==> config.mk <==
export PLATFORM = sky130hd
export DESIGN_NAME = fifo_rd_packer
export DESIGN_NICKNAME = d
export VERILOG_FILES = /design/src/rtl/fifo_rd_packer.sv
export SDC_FILE = /design/constraint.sdc
export NUM_CORES = 1
export LEC_CHECK = 0
export CAP_MARGIN = 20
export CELL_PAD_IN_SITES_DETAIL_PLACEMENT = 1
export CELL_PAD_IN_SITES_GLOBAL_PLACEMENT = 1
export CORE_MARGIN = 2
export CORE_UTILIZATION = 25
export CTS_CLUSTER_DIAMETER = 40
export CTS_CLUSTER_SIZE = 10
export DETAILED_ROUTE_END_ITERATION = 8
export PLACE_DENSITY_LB_ADDON = 0.05
export SYNTH_ARGS = -nofsm -noshare
export SYNTH_HDL_FRONTEND = slang
export SYNTH_SLANG_ARGS = --single-unit
==> constraint.sdc <==
create_clock -name rclk -period 3.05 [get_ports rclk]
set_input_delay 0.305 -clock rclk [delete_from_list [all_inputs] [get_ports rclk]]
set_output_delay 0.305 -clock rclk [all_outputs]
set_load 0.005 [all_outputs]
==> src/rtl/fifo_rd_packer.sv <==
// rtl/fifo_rd_packer.sv - read-side FIFO consumer packing LANES entries into one wide word
// Pops whenever the FIFO is non-empty and emits packed words on a valid/ready port with keep bits.
module fifo_rd_packer #(
  parameter int DATA_WIDTH = 8,
  parameter int LANES      = 4
) (
  input  logic                        rclk,
  input  logic                        rrst,
  input  logic                        rempty,
  input  logic [DATA_WIDTH-1:0]       rdata,
  output logic                        rinc,
  input  logic                        flush,
  output logic [DATA_WIDTH*LANES-1:0] out_data,
  output logic [LANES-1:0]            out_keep,
  output logic                        out_valid,
  input  logic                        out_ready,
  output logic [15:0]                 word_cnt
);

  localparam int              CW   = $clog2(LANES) + 1;
  localparam logic [CW-1:0]   FULL = CW'(LANES);

  logic [LANES-1:0][DATA_WIDTH-1:0] acc;
  logic [LANES-1:0][DATA_WIDTH-1:0] acc_n;
  logic [LANES-1:0][DATA_WIDTH-1:0] packed_n;
  logic [LANES-1:0][DATA_WIDTH-1:0] out_lanes;
  logic [LANES-1:0]                 keep_n;
  logic [CW-1:0]                    lane_cnt;
  logic [CW-1:0]                    lane_cnt_n;
  logic [CW-1:0]                    wr_idx;
  logic                             flush_pend;
  logic                             acc_done;
  logic                             out_free;
  logic                             xfer;
  logic                             accept;

  assign acc_done = (lane_cnt == FULL) || (flush_pend && (lane_cnt != '0));
  assign out_free = !out_valid || out_ready;
  assign xfer     = acc_done && out_free;
  assign accept   = out_valid && out_ready;
  assign rinc     = rrst && !rempty && !flush_pend && ((lane_cnt < FULL) || xfer);
  // A pop sharing the cycle with a transfer starts the next word, so it lands in lane 0.
  assign wr_idx   = xfer ? '0 : lane_cnt;
  assign out_data = out_lanes;

  always_comb begin
    acc_n    = acc;
    packed_n = '0;
    keep_n   = '0;
    for (int i = 0; i < LANES; i++) begin
      if (CW'(i) < lane_cnt) begin
        keep_n[i]   = 1'b1;
        packed_n[i] = acc[i];
      end
      if (rinc && (wr_idx == CW'(i))) begin
        acc_n[i] = rdata;
      end
    end
  end

  always_comb begin
    lane_cnt_n = lane_cnt;
    if (rinc) begin
      lane_cnt_n = xfer ? CW'(1) : lane_cnt + CW'(1);
    end else if (xfer) begin
      lane_cnt_n = '0;
    end
  end

  always_ff @(posedge rclk) begin
    if (!rrst) begin
      acc        <= '0;
      lane_cnt   <= '0;
      flush_pend <= 1'b0;
      out_lanes  <= '0;
      out_keep   <= '0;
      out_valid  <= 1'b0;
      word_cnt   <= '0;
    end else begin
      acc      <= acc_n;
      lane_cnt <= lane_cnt_n;
      // Flush only means something for a partially filled word.
      if (xfer) begin
        flush_pend <= 1'b0;
      end else if (flush && (lane_cnt != '0) && (lane_cnt < FULL)) begin
        flush_pend <= 1'b1;
      end
      if (xfer) begin
        out_lanes <= packed_n;
        out_keep  <= keep_n;
        out_valid <= 1'b1;
      end else if (accept) begin
        out_valid <= 1'b0;
      end
      if (accept) begin
        word_cnt <= word_cnt + 16'd1;
      end
    end
  end

endmodule

### Word-level counts from Yosys, hierarchy flattened

Cells that the tools add are included.

* bits of input ports: 13
* word-level logic and storage cells: 60
* flip-flop bits (word level): 89

* add/subtract/negate cells: 2
* bitwise gates (word level): 1
* eq/ne operators: 4
* magnitude comparators: 5
* reductions and logical operators: 22
* mux-type cells: 13

Operators by type and width (count)
* 8-bit 2-to-1 mux: 4
* 16-bit by 1-bit adder with 16-bit output (second input constant): 1
* 1-bit logical AND: 12
* 3-bit 2-to-1 mux: 3
* 3-bit by 2-bit == test with 1-bit output (second input constant): 2
* 1-bit by 3-bit < comparator with 1-bit output (first input constant): 2
* 2-bit by 3-bit < comparator with 1-bit output (first input constant): 2
* 1-bit 2-to-1 mux: 6
* 3-bit by 1-bit adder with 3-bit output (second input constant): 1
* 3-bit by 1-bit == test with 1-bit output (second input constant): 1
* 3-bit == test (second input constant): 1
* 1-bit logical NOT: 3
* 3-bit logical NOT: 1
* 1-bit logical OR: 3
* 3-bit < comparator (second input constant): 1
* 3-bit nonzero test: 1
* 2-bit nonzero test: 1
* 2-bit OR reduction: 1
* 1-bit inverter: 1

### Depth between registers and ports, before layout

* word-level depth: 7
* depth in mapped cells: 9

### Worst setup path after synthesis

No wires, ideal clock.

* path type: reg2reg
* start point: register lane_cnt[1]
* end point: register out_lanes, in the netlist out_data[16]
* library setup time: 0.117 ns
* cell stages (with the launch flop): 9
* required time: 2.933 ns
* slack: 1.210 ns
* path buffers: 2
* data arrival time: 1.723 ns
* cells stage by stage: dfxtp_1 > inv_1 > ha_1 > nand2b_1 > a22oi_4 > o21a_1 > buf_6 > buf_6 > a22o_1

* longest elaborated chain between the ends: 4
* elaborated cells between the ends (all ways): 7

Ends and longest elaborated chain
* start, declared: RTL line 28 `logic [CW-1:0] lane_cnt;`
* start signal, assigned: RTL line 81 `lane_cnt <= lane_cnt_n;`
* parallel branches: the longest is 4 deep, another holds 2-bit by 3-bit < comparator with 1-bit output
* end signal, assigned: RTL line 89 `out_lanes <= packed_n;`
* end, declared: RTL line 26 `logic [LANES-1:0][DATA_WIDTH-1:0] out_lanes;`

Several ways; the timed one is not identified.
A chain may end at the register's enable or synchronous reset.

### Worst setup path after layout

* start point: register flush_pend
* end point: output port rinc

* longest elaborated chain between the ends: 5
* elaborated cells between the ends (all ways): 7

Ends and longest elaborated chain
* start, declared: RTL line 31 `logic flush_pend;`
* start signal, assigned: RTL line 74 `flush_pend <= 1'b0;`
* start signal, assigned: RTL line 84 `flush_pend <= 1'b0;`
* start signal, assigned: RTL line 86 `flush_pend <= 1'b1;`
* 1-bit logical AND: RTL line 37 `assign acc_done = (lane_cnt == FULL) || (flush_pend && (lane_cnt != '0));`
* 1-bit logical OR: RTL line 37
* 1-bit logical AND: RTL line 39 `assign xfer = acc_done && out_free;`
* 1-bit logical OR: RTL line 41 `assign rinc = rrst && !rempty && !flush_pend && ((lane_cnt < FULL) || xfer);`
* 1-bit logical AND *: RTL line 41
* end, declared: RTL line 11 `output logic rinc,`

Every way passes the cells marked *; elsewhere a longest branch is shown, timed or not.

==> qor.yml <==
status: "completed"
cts_setup_buffers: 0
antenna_found_initial: 0
die-area_um2: 14400
power.density_nw_per_um2: 528
fp.dieW_um: 120
hold_path_class: "reg2reg"
clk_latency_ps: 340
cts_repair_resize_count: 0
power_leakage_nw: 1.77
antenna_left: 0
cts_tree: "yes"
grt_pass1_vias: 2595
ys_seq_elements: 89
startpoint_type: "flop"
fin_nets: 395
fp.dieH_um: 120
hp-start: "out_keep[2]$_SDFFE_PN0P_"
setup_tns_ps: 0
hpwlAfterDp_um: 5860
htreeDepth: 3
rsz0062_at_grt: "no"
rows: 42
cpMaxStageDelayCell: "clkdlybuf4s50_1"
grt-ovfl-total: 0
critical_path_class: "reg2out"
vias_per_cell: 4.48
areaGrowthSynthToFinish_pct: 31.8
hold_violations: 0
drt-initial-drc-count: 85
clock-skew-final_ps: 8.65
report.final.slew_viol_count: 0
setup_viol: 0
yosysMostFrequentCell: "dfxtp_1"
worstReg2RegEnd: "out_data[15]$_SDFFE_PN0P_"
finalCriticalPeriod_ps: 2230
core-area_um2: 13200
worst_ir_drop_vdd_mv: 0.190
cts_inserted_buffers: 9
worstPathArrival_ps: 1930
routabilityCongestion: 0.751
r2r_start: "lane_cnt[0]$_SDFF_PN0_"
synth_flop_cell: "dfxtp_1"
ys_warn_count: 0
power_mw: 2.35
vias: 2507
multi_input_area_um2: 1460
cp_max_fo: 8
relSlewSlack_pct: 40.8
crit_chain: "nor3b_2 -> inv_1 -> a21oi_1 -> clkdlybuf4s50_1"
grt_max_degree: 47
cpPeakStageDelay_ps: 510
finalWirelength_um: 8750
portBuffers: 66
root_buffer: "clkbuf_16"
grt_usage_pct: 13.0
antenna_cells: 0
async_flop_share_pct: 0
synth_top_cell_area_share_pct: 52.8
synth_fp_nets: 329
io_pins: 67
max_cap_violations: 0
synth.yosys.seq_area_share_pct: 52.8
synthTopCellsByArea: "dfxtp_1, mux2i_1, a22o_1"
layout.area.seq_um2: 1780
cts_buffer_depth: 2
synth_top_area_cell: "dfxtp_1"
worst_ep_required_time_ps: 2740
drcViolationCount: 0
initial_utilization_pct: 25.6
reg2regPathDepth: 6
fmax_mhz: 448
syn_area_um2: 3370
grt_pass1_wl_um: 14200
drive_gt1_share_pct: 8.07
avgRoutedWirePerCell_um: 15.6
hold_end: "out_keep[2]$_SDFFE_PN0P_"
synth_cells: 313
fillers: 1472
netlist_top_cells_count: "dfxtp_1, nor2_1, mux2i_1, a22o_1, nand2_1"
tightestPinTransition_ps: 887
first_pass_iters: 4
synth.distinct_cells: 41
rrSetupSlack_ps: 870
min_path_cells: 1
syn_avg_cell_area_um2: 10.8
hold_buffers: 0
clk_pin_slew_ps: 70
numClockSinks: 89
synth_edf_count: 0
finalCritPeriodShare_pct: 73.2
critPathCaptureType: "output port"
[cells by family (layout without fill, tap and decap cells)]
kind of cell             count (synthesis)  after routing  synth area share [%]
AO/OA/AOI/OAI                           58             58                  14.3
XOR/XNOR                                 9              9                  2.34
adder cells (fa/ha/maj)                  3              3                  1.11
buffers and inverters                   21             92                  3.93
flip-flops                              89             89                  52.8
multiplexers                            36             36                  10.7
AND/OR/NAND/NOR                         97             97                  14.8
[cell usage in the layout (no fill, tap or decap), types with 3 or more instances in the layout]
| master | synthesis | final |
|---|---|---|
| o21ai_0 | 4 | 4 |
| inv_1 | 7 | 7 |
| nand3_1 | 9 | 9 |
| a21o_1 | 5 | 5 |
| clkdlybuf4s50_1 | 0 | 66 |
| nor3_1 | 4 | 4 |
| a22o_1 | 32 | 32 |
| a21oi_1 | 8 | 8 |
| clkbuf_16 | 0 | 9 |
| nand2b_1 | 5 | 5 |
| xnor2_1 | 8 | 8 |
| inv_6 | 0 | 3 |
| ha_1 | 3 | 3 |
| nand2_1 | 12 | 12 |
| nor2_1 | 49 | 49 |
| nand4_1 | 3 | 3 |
| dfxtp_1 | 89 | 89 |
| mux2i_1 | 36 | 36 |
[sequential cells by signal, summed over array words and instances (netlist names)]
name and cells:
out_keep 4, flush_pend 1, acc 32, word_cnt 16, lane_cnt 3, out_data 32
out_valid 1
[worst max-delay path by stage]
stage	start	endpoint	slack, ps	cells past startpoint
after global placement	rrst	rinc	830	5
after CTS	flush_pend$_SDFFE_PP0P_	rinc	770	4
after detailed placement	out_ready	out_data[11]$_SDFFE_PN0P_	810	5
final	flush_pend$_SDFFE_PP0P_	rinc	820	4
after global routing	flush_pend$_SDFFE_PP0P_	rinc	650	4
after floorplan	lane_cnt[1]$_SDFF_PN0_	out_data[16]$_SDFFE_PN0P_	1210	8
[routing by layer]
layer,track usage [%],part of all wire (%)
met1,17.1,48
met2,19.4,44
met5,0,0
met4,6.18,1.9
met3,3.61,5.4
[final cells by class]
class                   instances  share of cell area, %
flip-flops and latches         89                   40.1
multi-input cells             203                   32.8
repair buffers                 68                   15.2
clock buffers                  10                   5.15
well taps                     176                   4.95
clock inverters                 6                   1.13
inverters                       8                  0.676
[worst max-delay path, delay by kind of cell (launching register included)]
family | cells | cell delay (ps)
buf+inv | 2 | 630
simple gates | 1 | 410
flops | 1 | 430
compound gates | 1 | 130
[metrics by stage]
stage	setup slack, ps	hold slack [ps]	instance area [um^2]	instances	utilization [%]
after CTS	768	460	4440	560	33.7
after global placement	834	437	4170	544	31.6
final	818	455	4440	560	33.7
after detailed placement	813	443	4170	544	31.6
after global routing	653	477	4440	560	33.7
after floorplan	1210	441	3370	313	-
[report_power, final]
group	leakage [nW]	total [mW]	internal [mW]	switching (mW)
Clock	0.130	1.05	0.563	0.490
Combinational	0.927	0.110	0.0429	0.0673
Sequential	0.718	1.19	1.17	0.0126
Power figures use the tool's default switching activity.
